==> src/rtl/muldiv_pkg.sv <==
// Shared decoder codes and state/op encodings for the execute-stage HI/LO unit.
package muldiv_pkg;

  localparam logic [3:0] ALU_MULT = 4'b1000;
  localparam logic [3:0] ALU_DIV  = 4'b1001;
  localparam logic [3:0] ALU_MFHI = 4'b1010;
  localparam logic [3:0] ALU_MFLO = 4'b1011;

  typedef enum logic [1:0] {
    IDLE,
    RUN,
    FIX
  } state_e;

  typedef enum logic {
    OP_MUL,
    OP_DIV
  } op_e;

  // All four HI/LO opcodes share the 10xx prefix.
  function automatic logic is_hilo_op(input logic [3:0] alu);
    return alu[3:2] == 2'b10;
  endfunction

endpackage

==> src/rtl/muldiv_step.sv <==
// One unsigned iteration: shift-add multiply or restoring divide on the {upper,lower} accumulator.
module muldiv_step
  import muldiv_pkg::*;
#(
  parameter int WIDTH = 32
) (
  input  op_e                  op_i,
  input  logic [2*WIDTH-1:0]   acc_i,
  input  logic [WIDTH-1:0]     b_i,
  output logic [2*WIDTH-1:0]   acc_o
);

  logic [WIDTH:0] sum;
  logic [WIDTH:0] part;
  logic [WIDTH:0] trial;

  // Multiply: acc = {partial product, remaining multiplier}; divide: acc = {remainder, dividend/quotient}.
  always_comb begin
    sum   = {1'b0, acc_i[2*WIDTH-1:WIDTH]} + (acc_i[0] ? {1'b0, b_i} : {(WIDTH+1){1'b0}});
    part  = acc_i[2*WIDTH-1:WIDTH-1];
    trial = part - {1'b0, b_i};
    if (op_i == OP_MUL) begin
      acc_o = {sum, acc_i[WIDTH-1:1]};
    end else if (trial[WIDTH]) begin
      acc_o = {part[WIDTH-1:0], acc_i[WIDTH-2:0], 1'b0};
    end else begin
      acc_o = {trial[WIDTH-1:0], acc_i[WIDTH-2:0], 1'b1};
    end
  end

endmodule

==> src/rtl/muldiv_unit.sv <==
// Iterative signed MULT/DIV owning HI/LO, with MFHI/MFLO readout and pipeline stall.
// Define MULDIV_FAST_MULT_EN for a single-cycle combinational MULT (DIV stays iterative).
module muldiv_unit
  import muldiv_pkg::*;
#(
  parameter int WIDTH = 32
) (
  input  logic             clk,
  input  logic             reset,
  input  logic             en,
  input  logic [3:0]       alucontrol,
  input  logic             hien,
  input  logic             loen,
  input  logic [WIDTH-1:0] srca,
  input  logic [WIDTH-1:0] srcb,
  output logic [WIDTH-1:0] result,
  output logic             busy,
  output logic             stall,
  output logic [WIDTH-1:0] hi,
  output logic [WIDTH-1:0] lo
);

  localparam int CW = (WIDTH > 1) ? $clog2(WIDTH) : 1;

  state_e             state_q, state_d;
  op_e                op_q, op_d;
  logic [CW-1:0]      cnt_q, cnt_d;
  logic [2*WIDTH-1:0] acc_q, acc_d;
  logic [WIDTH-1:0]   b_q, b_d;
  logic               neg_res_q, neg_res_d;
  logic               neg_a_q, neg_a_d;
  logic [WIDTH-1:0]   hi_q, hi_d;
  logic [WIDTH-1:0]   lo_q, lo_d;
  logic               busy_q, busy_d;

  logic               accept;
  logic [WIDTH-1:0]   abs_a, abs_b;
  logic [2*WIDTH-1:0] step_acc;
  logic [2*WIDTH-1:0] mul_mag, mul_res;

  muldiv_step #(.WIDTH(WIDTH)) u_step (
    .op_i  (op_q),
    .acc_i (acc_q),
    .b_i   (b_q),
    .acc_o (step_acc)
  );

  // The fast path multiplies the latched magnitudes directly in FIX.
  always_comb begin
`ifdef MULDIV_FAST_MULT_EN
    mul_mag = {{WIDTH{1'b0}}, b_q} * {{WIDTH{1'b0}}, acc_q[WIDTH-1:0]};
`else
    mul_mag = acc_q;
`endif
    mul_res = neg_res_q ? -mul_mag : mul_mag;
  end

  always_comb begin
    accept = en & hien & loen & ((alucontrol == ALU_MULT) | (alucontrol == ALU_DIV));
    abs_a  = srca[WIDTH-1] ? -srca : srca;
    abs_b  = srcb[WIDTH-1] ? -srcb : srcb;

    state_d   = state_q;
    op_d      = op_q;
    cnt_d     = cnt_q;
    acc_d     = acc_q;
    b_d       = b_q;
    neg_res_d = neg_res_q;
    neg_a_d   = neg_a_q;
    hi_d      = hi_q;
    lo_d      = lo_q;

    case (state_q)
      IDLE: begin
        if (accept) begin
          cnt_d     = CW'(WIDTH - 1);
          neg_res_d = srca[WIDTH-1] ^ srcb[WIDTH-1];
          neg_a_d   = srca[WIDTH-1];
          state_d   = RUN;
          if (alucontrol == ALU_MULT) begin
            op_d  = OP_MUL;
            b_d   = abs_a;
            acc_d = {{WIDTH{1'b0}}, abs_b};
`ifdef MULDIV_FAST_MULT_EN
            state_d = FIX;
`endif
          end else begin
            op_d  = OP_DIV;
            b_d   = abs_b;
            acc_d = {{WIDTH{1'b0}}, abs_a};
          end
        end
      end
      RUN: begin
        acc_d = step_acc;
        if (cnt_q == '0) begin
          state_d = FIX;
        end else begin
          cnt_d = cnt_q - CW'(1);
        end
      end
      FIX: begin
        // Divide-by-zero needs no special case: the restoring loop yields q=all-ones, r=|srca|.
        if (op_q == OP_MUL) begin
          hi_d = mul_res[2*WIDTH-1:WIDTH];
          lo_d = mul_res[WIDTH-1:0];
        end else begin
          lo_d = neg_res_q ? -acc_q[WIDTH-1:0] : acc_q[WIDTH-1:0];
          hi_d = neg_a_q ? -acc_q[2*WIDTH-1:WIDTH] : acc_q[2*WIDTH-1:WIDTH];
        end
        state_d = IDLE;
      end
      default: state_d = IDLE;
    endcase

    busy_d = (state_d != IDLE);
  end

  always_ff @(posedge clk or negedge reset) begin
    if (!reset) begin
      state_q   <= IDLE;
      op_q      <= OP_MUL;
      cnt_q     <= '0;
      acc_q     <= '0;
      b_q       <= '0;
      neg_res_q <= 1'b0;
      neg_a_q   <= 1'b0;
      hi_q      <= '0;
      lo_q      <= '0;
      busy_q    <= 1'b0;
    end else begin
      state_q   <= state_d;
      op_q      <= op_d;
      cnt_q     <= cnt_d;
      acc_q     <= acc_d;
      b_q       <= b_d;
      neg_res_q <= neg_res_d;
      neg_a_q   <= neg_a_d;
      hi_q      <= hi_d;
      lo_q      <= lo_d;
      busy_q    <= busy_d;
    end
  end

  always_comb begin
    case (alucontrol)
      ALU_MFHI: result = hi_q;
      ALU_MFLO: result = lo_q;
      default:  result = '0;
    endcase
  end

  assign busy  = busy_q;
  assign stall = busy_q & en & is_hilo_op(alucontrol);
  assign hi    = hi_q;
  assign lo    = lo_q;

endmodule

==> config.mk <==
export PLATFORM = sky130hd
export DESIGN_NAME = muldiv_unit
export DESIGN_NICKNAME = d
export VERILOG_FILES = /design/src/rtl/muldiv_pkg.sv /design/src/rtl/muldiv_step.sv /design/src/rtl/muldiv_unit.sv
export SDC_FILE = /design/constraint.sdc
export NUM_CORES = 1
export LEC_CHECK = 0
export BUFFER_PORTS_ARGS = -buffer_cell sky130_fd_sc_hd__buf_2
export CAP_MARGIN = 25
export CORE_MARGIN = 4
export CORE_UTILIZATION = 35
export CTS_CLUSTER_SIZE = 28
export DETAILED_ROUTE_END_ITERATION = 8
export PLACE_DENSITY_LB_ADDON = 0.15
export REMOVE_ABC_BUFFERS = 1
export SLEW_MARGIN = 20
export SYNTH_ARGS = -nofsm -noshare
export SYNTH_HDL_FRONTEND = slang
export SYNTH_SLANG_ARGS = --single-unit
==> constraint.sdc <==
create_clock -name clk -period 4.2 [get_ports clk]
set_input_delay 0.84 -clock clk [delete_from_list [all_inputs] [get_ports clk]]
set_output_delay 0.84 -clock clk [all_outputs]
set_load 0.02 [all_outputs]
Word-level counts from Yosys, hierarchy flattened
Cells that the tools add are included.

storage, ports and cells
  bits of input ports = 73
  register bits = 171
  word-level logic and storage cells = 63

operators by class
  reduce and logical (&&, ||, !) cells = 7
  equality and inequality tests = 9
  muxes and demuxes = 22
  bitwise operators = 7
  add/subtract/negate cells = 8

operator list
  operator                                          number
  2-to-1 mux 32 bit                                 9
  2-to-1 mux 64 bit                                 4
  negator 32 bit                                    4
  one-hot mux 64 bit (2 select lines)               1
  negator 64 bit                                    1
  one-hot mux 32 bit (2 select lines)               1
  adder 32 x 33 -> 33 bit                           1
  subtractor 33 x 32 -> 33 bit                      1
  == test 4 bit, second input constant              4
  2-to-1 mux 5 bit                                  2
  one-hot mux 5 bit (2 select lines)                1
  AND 1 bit                                         5
  logical NOT 5 bit                                 1
  subtractor 5 x 1 -> 5 bit, second input constant  1
  == test 2 bit, second input constant              2
  2-to-1 mux 2 bit                                  2
  != test 2 bit, second input constant              2
  one-hot mux 2 bit (2 select lines)                1
  AND reduction 2 bit                               2
  nonzero test 2 bit                                2
  AND reduction 3 bit                               1
  == test 2 x 1 -> 1 bit, second input constant     1
  logical NOT 2 bit                                 1
  2-to-1 mux 1 bit                                  1
  2 further kinds                                   2

Logic depth before layout (Yosys ltp)
  depth after elaboration = 6
  depth in mapped cells = 14
  mapped depth without buffers = 13

By module
Synthesis repeated with hierarchy kept, for this count alone.

unflattened totals
  cells, all modules = 1,903
  area total of the unflattened synthesis = 15,225.9 um2

modules (own cells, without submodules)
  module       cells each  times used  area each (um2)  seq. area each (um2)
  muldiv_unit  1,215       1           10,405.0         4,279.1
  muldiv_step  688         1           4,820.9          0.0

Worst setup path before layout
No wires, ideal clock.

  path kind = input to register
  from = input srcb[7]
  to = register acc_q[29]
  stages = 8
  arrival time = 3.226 ns
  library setup time = 0.138 ns
  data required time = 4.062 ns
  slack = 0.836 ns
  path buffers = 0
  cell sequence = or3_1 or4_4 or3_4 or4_4 o31ai_4 xnor2_1 o211ai_2 o211ai_1

between the ends
  word-level cells in the longest chain between the ends = 5

ends and longest elaborated chain
  what                                 RTL line            source
  start, declared                      muldiv_unit.sv:15   input logic [WIDTH-1:0] srcb,
  negator 32 bit                       muldiv_unit.sv:61   abs_b = srcb[WIDTH-1] ? -srcb : srcb;
  2-to-1 mux 32 bit                    muldiv_unit.sv:61
  2-to-1 mux 32 bit                    muldiv_unit.sv:80   if (alucontrol == ALU_MULT) begin
  2-to-1 mux 64 bit                    muldiv_unit.sv:75   if (accept) begin
  one-hot mux 64 bit (2 select lines)  muldiv_unit.sv:73   case (state_q)
  end signal, assigned                 muldiv_unit.sv:124  acc_q <= '0;
  end signal, assigned                 muldiv_unit.sv:135  acc_q <= acc_d;
  end, declared                        muldiv_unit.sv:28   logic [2*WIDTH-1:0] acc_q, acc_d;

No other way between the ends. The select of a mux whose other input is x is not followed.
A chain may end at the register's enable or synchronous reset.

Worst setup path in the final report
  from = register acc_q[32]
  to = register acc_q[63]

between the ends
  word-level cells in the longest chain between the ends = 4
  elaborated cells on any way between the ends = 5
  classes of those cells = add/sub (2); mux (3)

ends and longest elaborated chain
  what                                     RTL line           source
  subtractor 33 x 32 -> 33 bit             muldiv_step.sv:21  trial = part - {1'b0, b_i};
  2-to-1 mux 64 bit                        muldiv_step.sv:24  end else if (trial[WIDTH]) begin
  2-to-1 mux 64 bit (*)                    muldiv_step.sv:22  if (op_i == OP_MUL) begin
  one-hot mux 64 bit (2 select lines) (*)  muldiv_unit.sv:73

Mark *: on every way between the ends. The rest lies on a longest branch, timed or not.

==> flow_summary.toml <==
[outcome]
status = "complete, no violations"

[worst_setup_path]
critPathBufInv = 2
cp_top_family = "simple AND/OR/NAND/NOR gates"
critPathMaxFanout = 6
cp-end-kind = "register"
timing.critical_path.slowest_stage_cell = "sky130_fd_sc_hd__a2111oi_0"
cpMostUsedCell = "sky130_fd_sc_hd__nor3_1"
critPathArrivalTime_ns = 4.18
worst_ep_required_time_ns = 4.54
critical_path.cell_chain = "buf_4 > ha_1 > nor2b_1 > o2111ai_1 > a2111oi_0 > buf_4 > nor3_1 > or4_1 > nand2_1 > nor3_1 > nor4_1 > nor3_1"
slowest_delay_ns = 0.77
worst_setup_path_start_kind = "register"
timing_worst_setup_path_type = "reg -> reg"
timing.reg2reg.worst_path_depth = 12
logic_depth_of_the_worst_setup_path_including_buffers = 12

[placed_design]
port_buffers = 170
dpl_cell_area_um2 = 16500
place.detailed.instances = 2529
gp_congestion = 0.963
place_hpwl_um = 43100

[final_layout]
n_fill_cell = 4331
final_core_utilization_pct = 41.5
layout-drive-gt1-share_pct = 15.5
finish.instance_area_um2 = 17100
fin_cells = 2561
final_nets = 2160
flow.area_growth_from_synthesis_pct = 16.4

[power_and_ir_drop]
sw_frac_of_total_pct = 49.1
p_clk_share_pct = 14.1
combPwrFrac_pct = 60.5
p_switching_mw = 6.01
power_density_nw_per_um2 = 717
internal_power_mw = 6.25
ir_drop_mv = 0.302
p_total_mw = 12.3
leakagePower_nw = 7.45
sequentialPowerShare_pct = 25.4

[timing]
final.period_utilization_pct = 91.3
holdWs_ns = 0.395
rsz_0062_raised_after_global_routing = "no"
worstMarginPinSlew_ns = 1.02
final_hold_viol_count = 0
max_freq_ghz = 0.261
slew-limit-headroom_pct = 31.6
finalWorstPathRequiredPeriod_ns = 3.84
timing.final.setup_violations = 0
maxSlewViolCount = 0
clock-skew-final_ns = 0.0104

[global_routing]
grt_overflow_total = 0
grt_usage_pct = 24.1
antenna_violations_before_repair = 0
maximum_number_of_pins_on_one_net_before_global_route_repair = 87
first_global_vias = 13800
grt_pass1_wl_um = 84300

[synth]
post-synth-top-area-cell = "sky130_fd_sc_hd__dfrtp_1"
synth.top_cell.area_share_pct = 29.1
yosys_register_bits = 171
ys_seq_area_share_pct = 29.1
netlist-cell-type-count = 77
synth_commonest_cells = "sky130_fd_sc_hd__nand2_1 (215), sky130_fd_sc_hd__dfrtp_1 (171), sky130_fd_sc_hd__o21ai_0 (154)"
netlist_area_um2 = 14700
post_synth_main_area_contributors = "sky130_fd_sc_hd__dfrtp_1 (29%), sky130_fd_sc_hd__ha_1 (5.9%), sky130_fd_sc_hd__xnor2_1 (5.6%), sky130_fd_sc_hd__nand2_1 (5.5%), sky130_fd_sc_hd__o21ai_0 (5.2%)"
ys.flop_type = "sky130_fd_sc_hd__dfrtp_1"
syn_avg_cell_area_um2 = 7.91
ys.warnings.count = 0
syn-instance-count = 1857
synth-edff-count = 0
yosysMostFrequentCell = "sky130_fd_sc_hd__nand2_1"
async_reset_ff_share_pct = 100

[drt]
drt-met1-wl_um = 26400
detailedRoute.firstIterationViolations = 1211
viasPerCell = 5.76
wl_per_cell_um = 21.7
num_vias = 14800
drt-total-wl_um = 55600
met3WireLength_um = 2660
ant_nets = 0
detail_route.drc_violations = 0
firstDrtPassIters = 8
met2_wirelength_um = 25200
top_layer = "met4"

[clock_tree]
cts_made_buffers = 17
holdBufCountCts = 0
cts_setup_buffers = 0
cts_resized = 0
h-tree-depth = 4
clock_tree.root_cell = "sky130_fd_sc_hd__clkbuf_16"
tritoncts_clock_tree = "built"
clkSlewWorstSetupHoldPaths_ns = 0.07
clk_path_buf_depth = 2
cts.sink_count = 171
insertion_delay_ns = 0.47

[min_path]
class_of_the_tightest_hold_or_removal_check = "in -> async"

[floorplan]
start_util_pct = 35.7
die_width_um = 213
placement_rows = 74
die_area_um2 = 45300
core_area_um2 = 41200
fp.dieH_um = 213
top_level_port_count = 171

[flow_run]
maxCapViolCount = 0
==> path summary, 6_finish.rpt <==
kind / startpoint / end / slack [ns]
hold / removal: reset / acc_q[58] / 0.39
min in group clk: cnt_q[4] / state_q[1] / 0.48
setup reg to reg: acc_q[32] / acc_q[63] / 0.36
setup / recovery: acc_q[32] / acc_q[63] / 0.36
max in group asynchronous: reset / lo[6] / 2.71
hold reg to reg: cnt_q[4] / state_q[1] / 0.48
==> layout by cell type (no fill, tap or decap), drive strengths merged, types with 32 or more instances in the layout <==
| cell type | synthesis | layout |
|---|---|---|
| xor2 | 76 | 76 |
| buf | 16 | 255 |
| o31ai | 36 | 36 |
| o21ai | 209 | 209 |
| ha | 69 | 69 |
| mux2i | 59 | 59 |
| inv | 64 | 65 |
| a211oi | 41 | 41 |
| a21oi | 127 | 127 |
| dfrtp | 171 | 171 |
| o211ai | 40 | 40 |
| nor2 | 130 | 130 |
| nand2 | 215 | 215 |
| xnor2 | 94 | 94 |
| nor3 | 40 | 40 |
| a22o | 32 | 32 |
==> registers in the layout, summed over array words and instances, names as in the netlist <==
name       cells
acc_q         64
b_q           32
hi            32
lo            32
cnt_q          5
state_q        2
busy           1
neg_a_q        1
neg_res_q      1
op_q           1
==> stage by stage <==
step                setup TNS (ns)  setup slack, ns
detailed placement               0            0.369
finish                           0            0.364
global placement                 0            0.341
floorplan                  -280.83            -4.96
CTS                              0            0.415
global route                     0            0.140
==> power groups by stage <==
stage,clock (mW),sequential [mW],combinational [mW]
finish,1.72,3.12,7.42
global route,1.82,3.22,8.14
CTS,1.75,3.11,7.38
detailed placement,0,3.14,7.33
global placement,0,3.13,7.33
floorplan,0,3.40,4.46
==> cell families (layout without fill, tap and decap cells) <==
logic type,Yosys count,in the layout,share of synthesized area (%)
AOI/OAI and AO/OA,634,634,27.5
and+or+nand+nor,569,569,18.2
buffers and inverters,180,351,4.67
DFF,171,171,29.1
xor gates and xnor gates,170,170,10.1
adders and majority gates,71,71,6.15
muxes,62,62,4.25
other,0,1,0
==> final cells by class <==
cell class,instances,area [µm²],share of cell area [%]
diodes,1,2.50,0.0146
clock buffers,22,474,2.77
clock inverters,9,138,0.804
inverters,64,240,1.40
multi-input cells,1506,9770,57.1
flip-flops and latches,171,4280,25.0
well taps,532,666,3.89
repair buffers,256,1540,9.02
==> per-layer routing <==
metal  vias up  track usage, %
met1      7118            35.3
li1       7073               -
met2       485            37.6
met3        74            3.14
met4         0            6.60
met5         -               0
Power figures use the tool's default switching activity.
